[src/rtl/bridge_pkg.sv]
// Shared types and constants for the PCIe Tx credit arbiter.
// Requester indices, credit widths and the payload-length to data-credit conversion.
package bridge_pkg;

  typedef enum logic [1:0] {
    StIdle,
    StBusy,
    StGap
  } arb_state_e;

  localparam int unsigned P      = 0;
  localparam int unsigned NP     = 1;
  localparam int unsigned CPL    = 2;
  localparam int unsigned NumReq = 3;

  localparam logic [2:0] FC_SEL_TX_AVAIL = 3'b100;

  localparam int unsigned HdrCreditW  = 8;
  localparam int unsigned DataCreditW = 12;
  localparam int unsigned DwPerCredit = 4;
  localparam int unsigned LenW        = 10;
  localparam int unsigned LenExtW     = LenW + 1;
  localparam int unsigned CostW       = 9;

  // Length field 0 encodes 1024 DW; cost is rounded up to whole credits.
  function automatic logic [CostW-1:0] data_cost(input logic has_data,
                                                 input logic [LenW-1:0] len);
    logic [LenExtW-1:0] dw;
    logic [LenExtW-1:0] credits;
    dw      = (len == '0) ? LenExtW'(1 << LenW) : {1'b0, len};
    credits = (dw + LenExtW'(DwPerCredit - 1)) / LenExtW'(DwPerCredit);
    return has_data ? credits[CostW-1:0] : '0;
  endfunction

endpackage

[src/rtl/bridge_credit_cnt.sv]
// One flow-control credit counter: reload from a credit report, charge a cost, clamp at zero.
// A clear input empties the counter while the link is down.
module bridge_credit_cnt #(
  parameter int unsigned Width = 8
) (
  input  logic             clk,
  input  logic             rst,
  input  logic             clr,
  input  logic             load,
  input  logic [Width-1:0] load_val,
  input  logic             charge,
  input  logic [Width-1:0] cost,
  output logic [Width-1:0] count
);

  logic [Width-1:0] count_q, count_d;
  logic [Width-1:0] base, sub;

  always_comb begin
    base = load ? load_val : count_q;
    sub  = charge ? cost : '0;
    if (clr) begin
      count_d = '0;
    end else if (base >= sub) begin
      count_d = base - sub;
    end else begin
      count_d = '0;
    end
  end

  always_ff @(posedge clk) begin
    if (rst) begin
      count_q <= '0;
    end else begin
      count_q <= count_d;
    end
  end

  assign count = count_q;

endmodule

[src/rtl/bridge_tx_arbiter.sv]
// Round-robin Tx arbiter for posted, non-posted and completion TLPs, gated by local
// copies of the link partner's available flow-control credits.
module bridge_tx_arbiter
  import bridge_pkg::*;
(
  input  logic                   Arb_CLK,
  input  logic                   Arb_RST,
  input  logic                   Arb_Link_Up,
  input  logic                   Arb_fc_valid,
  input  logic [HdrCreditW-1:0]  Arb_fc_ph,
  input  logic [HdrCreditW-1:0]  Arb_fc_nph,
  input  logic [HdrCreditW-1:0]  Arb_fc_cplh,
  input  logic [DataCreditW-1:0] Arb_fc_pd,
  input  logic [DataCreditW-1:0] Arb_fc_npd,
  input  logic [DataCreditW-1:0] Arb_fc_cpld,
  input  logic [2:0]             Arb_req,
  input  logic [2:0]             Arb_has_data,
  input  logic [LenW-1:0]        Arb_len_p,
  input  logic [LenW-1:0]        Arb_len_np,
  input  logic [LenW-1:0]        Arb_len_cpl,
  input  logic                   Arb_done,
  output logic [2:0]             Arb_grant,
  output logic                   Arb_busy,
  output logic [2:0]             Arb_fc_sel
);

  arb_state_e state_q, state_d;
  logic [2:0] grant_q, grant_d;
  logic [1:0] ptr_q, ptr_d;

  logic [2:0][HdrCreditW-1:0]  hdr_cnt, hdr_rep;
  logic [2:0][DataCreditW-1:0] dat_cnt, dat_rep;
  logic [2:0][CostW-1:0]       dcost;
  logic [2:0][LenW-1:0]        len;
  logic [2:0]                  eligible;
  logic [2:0]                  charge;
  logic                        any_elig;
  logic [1:0]                  win;
  logic                        link_down;

  assign link_down = ~Arb_Link_Up;

  assign len[P]       = Arb_len_p;
  assign len[NP]      = Arb_len_np;
  assign len[CPL]     = Arb_len_cpl;
  assign hdr_rep[P]   = Arb_fc_ph;
  assign hdr_rep[NP]  = Arb_fc_nph;
  assign hdr_rep[CPL] = Arb_fc_cplh;
  assign dat_rep[P]   = Arb_fc_pd;
  assign dat_rep[NP]  = Arb_fc_npd;
  assign dat_rep[CPL] = Arb_fc_cpld;

  function automatic logic [1:0] rr_next(input logic [1:0] idx);
    return (idx == 2'(CPL)) ? 2'(P) : idx + 2'd1;
  endfunction

  for (genvar i = 0; i < NumReq; i++) begin : g_req
    assign dcost[i]    = data_cost(Arb_has_data[i], len[i]);
    assign eligible[i] = Arb_Link_Up && Arb_req[i] && (hdr_cnt[i] != '0) &&
                         (dat_cnt[i] >= DataCreditW'(dcost[i]));

    bridge_credit_cnt #(
      .Width(HdrCreditW)
    ) u_hdr (
      .clk      (Arb_CLK),
      .rst      (Arb_RST),
      .clr      (link_down),
      .load     (Arb_fc_valid),
      .load_val (hdr_rep[i]),
      .charge   (charge[i]),
      .cost     (HdrCreditW'(1)),
      .count    (hdr_cnt[i])
    );

    bridge_credit_cnt #(
      .Width(DataCreditW)
    ) u_dat (
      .clk      (Arb_CLK),
      .rst      (Arb_RST),
      .clr      (link_down),
      .load     (Arb_fc_valid),
      .load_val (dat_rep[i]),
      .charge   (charge[i]),
      .cost     (DataCreditW'(dcost[i])),
      .count    (dat_cnt[i])
    );
  end

  // Search starts one past the last winner and wraps P -> NP -> CPL -> P.
  always_comb begin
    logic [1:0] cand;
    any_elig = 1'b0;
    win      = ptr_q;
    cand     = rr_next(ptr_q);
    for (int k = 0; k < int'(NumReq); k++) begin
      if (!any_elig && eligible[cand]) begin
        any_elig = 1'b1;
        win      = cand;
      end
      cand = rr_next(cand);
    end
  end

  always_ff @(posedge Arb_CLK) begin
    if (Arb_RST) begin
      state_q <= StIdle;
      grant_q <= '0;
      ptr_q   <= 2'(CPL);
    end else begin
      state_q <= state_d;
      grant_q <= grant_d;
      ptr_q   <= ptr_d;
    end
  end

  always_comb begin
    state_d = state_q;
    grant_d = grant_q;
    ptr_d   = ptr_q;
    charge  = '0;
    if (!Arb_Link_Up) begin
      state_d = StIdle;
      grant_d = '0;
    end else begin
      unique case (state_q)
        StIdle: begin
          if (any_elig) begin
            state_d = StBusy;
            grant_d = 3'b001 << win;
            ptr_d   = win;
            charge  = 3'b001 << win;
          end
        end
        StBusy: begin
          if (Arb_done) begin
            state_d = StGap;
            grant_d = '0;
          end
        end
        StGap: begin
          state_d = StIdle;
        end
        default: begin
          state_d = StIdle;
          grant_d = '0;
        end
      endcase
    end
  end

  always_comb begin
    Arb_grant  = grant_q;
    Arb_busy   = |grant_q;
    Arb_fc_sel = FC_SEL_TX_AVAIL;
  end

endmodule

[config.mk]
export PLATFORM = sky130hd
export DESIGN_NAME = bridge_tx_arbiter
export DESIGN_NICKNAME = d
export VERILOG_FILES = /design/src/rtl/bridge_pkg.sv /design/src/rtl/bridge_credit_cnt.sv /design/src/rtl/bridge_tx_arbiter.sv
export SDC_FILE = /design/constraint.sdc
export NUM_CORES = 1
export LEC_CHECK = 0
export CORE_ASPECT_RATIO = 1.5
export CORE_MARGIN = 2
export CORE_UTILIZATION = 25
export DETAILED_ROUTE_END_ITERATION = 7
export SLEW_MARGIN = 20
export SYNTH_ARGS = -nofsm -noshare
export SYNTH_HDL_FRONTEND = slang
export SYNTH_SLANG_ARGS = --single-unit
export TNS_END_PERCENT = 50
[constraint.sdc]
create_clock -name Arb_CLK -period 7.17 [get_ports Arb_CLK]
set_clock_uncertainty 0.05 [all_clocks]
set_input_delay 1.434 -clock Arb_CLK [delete_from_list [all_inputs] [get_ports Arb_CLK]]
set_output_delay 1.434 -clock Arb_CLK [all_outputs]
set_load 0.03 [all_outputs]
==> results.md <==
* Insertion delay to the later sink of the worst-skew pair at 0.33 ns
* Grt ovf at 0
* Critical path class: primary input to flip-flop
* Via/cell ratio at approximately 4.8
* Synth Cell Area at 0.005896 sq mm
* FFs w/ async S/R, synth at 0%
* Vias in the first global route at between 5k and 6k
* Layout Cells excl Fill at 1150
* Drt wl/cell at 14.40 um
* DP HPWL at roughly 14 mm
* Path type of the worst min-delay path: flip-flop to flip-flop
* Cell area after layout at 0.007596 sq mm
* Initial antenna violation count at 1
* CP startpoint: Arb_len_np[2]
* Worst Hold Launch: Arb_grant[1]$_SDFFE_PP0P_
* Leak pwr at 3.001 nW
* Final worst setup slack at ~0.51 ns
* Clk sink count at 67
* TritonCTS buffer count at 9
* Sequential element share of the synthesized area at between 20% and 30%
* Yosys top cell area share at approximately 23%
* Placed cell area at 0.007306 sq mm
* Slew HR at 48.15%
* CTS tree: built
* TritonRoute pass-1 iters at 5
* Netlist cell types at slightly above 60
* Starting Density at approximately a quarter
* Utilization after layout at roughly 33%
* DIE HEIGHT at between 150 and 200 um
* Syn-to-layout area delta at 28.84%
* R2r endpoint: g_req[0].u_dat.count[10]$_SDFF_PP0_
* Total power at about 1.3 mW
* Cell Pwr Density at ~180 mW/mm^2
* Peak VDD IR at 0.1003 mV
* Area leader, netlist: dfxtp_1
* I/O pins at around 110
* Worst setup SP type: primary input
* Port bufs at between 100 and 150
* CP Capture Type: flip-flop
* Crit path arrival time at ~7 ns
* Final hold violations at 0
* Die X at 129.4 um
* First-pass GRT wire length at 26.66 mm
* Routability congestion estimate at around 0.86
* Setup TNS at 0 ns
* Overall routing resource usage at 13.55%
* Layout cells sized above 1 at 9.353%
* Setup Fix Bufs, Post-CTS at 0
* Cell Count Post-Placement at 1134
* Primary FF master, synth: dfxtp_1
* Hold path cells at 1
* Slew Viols, Final at 0
* H-Tree Depth at 3
* Largest net degree at the start of global routing at 63
* Worst slack, placed at -0.005001 ns
* RSZ-0062 raised after global routing: no
* Via Count at 5497
* Final setup violation count at 0
* Row cnt at 68
* Synthesized flop and latch total at 67
* Ys Warns at 0
* DIE AREA at around 0.025 sq mm
* DRT iter0 DRCs at 178
* Clock slew seen by the registers of the worst setup and hold paths at 0.06 ns
* Max-cap violation count at 0
* Synth top area cells: dfxtp_1 (23%), ha_1 (13%), mux2i_1 (6.1%), nor2_1 (5.7%), xnor2_1 (5.6%)
* FF-to-FF setup slack at approximately 2.9 ns
* Synthesized instance count at approximately 730
* Slew of the pin with the lowest slew margin at 0.7778 ns
* Hold EP: Arb_grant[1]$_SDFFE_PP0P_
* # nets final at about 990
* Final hold slack at between 0.4 and 0.5 ns
* Final WL at 16.56 mm
* Post-synth EDFFs at 0
* Worst flop-to-flop path startpoint: g_req[1].u_dat.count[8]$_SDFF_PP0_
* Total core area at 0.02306 sq mm
* Remaining antenna violation count at 0
* R2r worst-path depth at 18
* Mapped Avg Cell Area at about 8 sq um
* Final min period at roughly 6.7 ns
* Clk root buf: clkbuf_16
* Status: complete, no violations
* CTS max path bufs at 2
* FMAX at between 150 and 200 MHz
* Drt drc at 0
* Final period utilization at 92.94%
* Worst Path Max Fanout at 6
* Data required, critical path at between 7 and 8 ns
-- repair_timing --
| item | 4_1_cts | 5_1_grt |
|---|---|---|
| gates resized for setup | 0 | 4 |
| endpoints found under the hold margin | 0 | 0 |
| setup endpoints to repair | 0 | 23 |
| hold buffers | 0 | 0 |
-- worst max-delay path, cell delays in order --
cell	delay (ns)
clkdlybuf4s50_1	0.50
o21a_1	0.23
and4_1	0.27
nand3_1	0.12
nor2_1	0.17
a32o_1	0.14
nand2_1	0.10
ha_1	0.21
or4_4	0.54
a211oi_2	0.20
o21ai_1	0.11
o21ai_2	0.25
o21ai_2	0.10
a2111oi_4	0.41
and2_1	0.19
ha_1	0.13
inv_1	0.06
fa_1	0.41
a21o_1	0.20
a21o_1	0.19
a21oi_1	0.20
o21ai_0	0.13
a311oi_1	0.32
xor2_1	0.17
nor2_1	0.05
-- layout by cell type, fill, tap and decap left out, types with 4 or more instances in the layout --
| cell type | instances |
|---|---|
| inv_1 | 26 |
| nor2_1 | 89 |
| nor4_1 | 17 |
| a21o_1 | 10 |
| xnor2_1 | 38 |
| nand2b_1 | 27 |
| nand4_1 | 6 |
| nor2b_1 | 8 |
| o21ai_0 | 16 |
| or2_2 | 14 |
| o21ai_1 | 6 |
| xor2_1 | 19 |
| nand2_1 | 38 |
| mux2i_1 | 36 |
| ha_1 | 60 |
| nand3_1 | 21 |
| buf_4 | 15 |
| o21bai_1 | 4 |
| nand3b_1 | 13 |
| clkdlybuf4s50_1 | 103 |
| or3_1 | 5 |
| o21a_1 | 7 |
| and3_1 | 4 |
| nor3b_1 | 6 |
| dfxtp_1 | 67 |
| a21oi_1 | 37 |
| clkbuf_16 | 9 |
| o31ai_1 | 4 |
| nor3_1 | 43 |
| mux2_2 | 27 |
-- routing by layer --
layer / GRT usage [%] / up-vias / share of wire [%]
li1: - / 2815 / -
met1: 14.14 / 2540 / 39
met2: 25.89 / 111 / 54
met3: 2.674 / 31 / 4.0
met4: 5.602 / 0 / 2.9
met5: 0 / - / 0
-- sequential cells by signal, indices dropped and copies added, names as in the netlist --
| register | flops |
|---|---|
| Arb_grant | 3 |
| g_req.u_hdr.count | 24 |
| ptr_q | 2 |
| state_q | 2 |
| g_req.u_dat.count | 36 |
-- area by class of cell --
type / instances / area (sq um)
Multi-Input combinational cell: 608 / 4340
Antenna cell: 1 / 2.502
Fill cell: 2456 / 15460
Timing Repair Buffer: 118 / 1144
Clock inverter: 3 / 40.04
Clock buffer: 12 / 236.5
Sequential cell: 67 / 1341
Tap cell: 315 / 394.1
Inverter: 26 / 97.59
-- cells by family after synthesis --
logic type,Yosys count,share of synthesized area [%]
flip-flops,67,22.75
adder cells (fa/ha/maj),63,13.75
AND/OR/NAND/NOR,300,25.68
other,2,0.1274
multiplexers,63,11.27
buffers and inverters,54,3.884
AO/OA/AOI/OAI,122,14.07
XOR/XNOR,57,8.468
-- power by group --
part           switching, mW  internal (mW)
Combinational          0.248          0.239
Sequential            0.0210          0.401
Clock                  0.165          0.267
Total                  0.434          0.906
-- synth_stat cells, types with 7 or more instances --
library cell,n
ha_1,60
nor3_1,43
o21ai_0,17
o21a_1,7
clkbuf_1,15
mux2i_1,36
nor2_1,89
xnor2_1,38
nor2b_1,8
a21o_1,10
a21oi_1,37
dfxtp_1,67
inv_1,26
nand3b_1,13
xor2_1,19
nand2b_1,27
or2_2,14
nor4_1,17
nand2_1,38
nand3_1,21
mux2_2,27
-- how the worst max path moves through the flow --
stage,to,slack [ns],cells past startpoint
after detailed placement,g_req[1].u_dat.count[10]$_SDFF_PP0_,-0.005,24
after CTS,g_req[1].u_dat.count[10]$_SDFF_PP0_,0.32,24
after floorplan,g_req[0].u_dat.count[10]$_SDFF_PP0_,0.96,26
final,g_req[0].u_dat.count[10]$_SDFF_PP0_,0.51,25
after global placement,g_req[2].u_dat.count[11]$_SDFF_PP0_,0.01,27
after global routing,g_req[1].u_dat.count[10]$_SDFF_PP0_,0.01,24
Power figures use the tool's default switching activity.
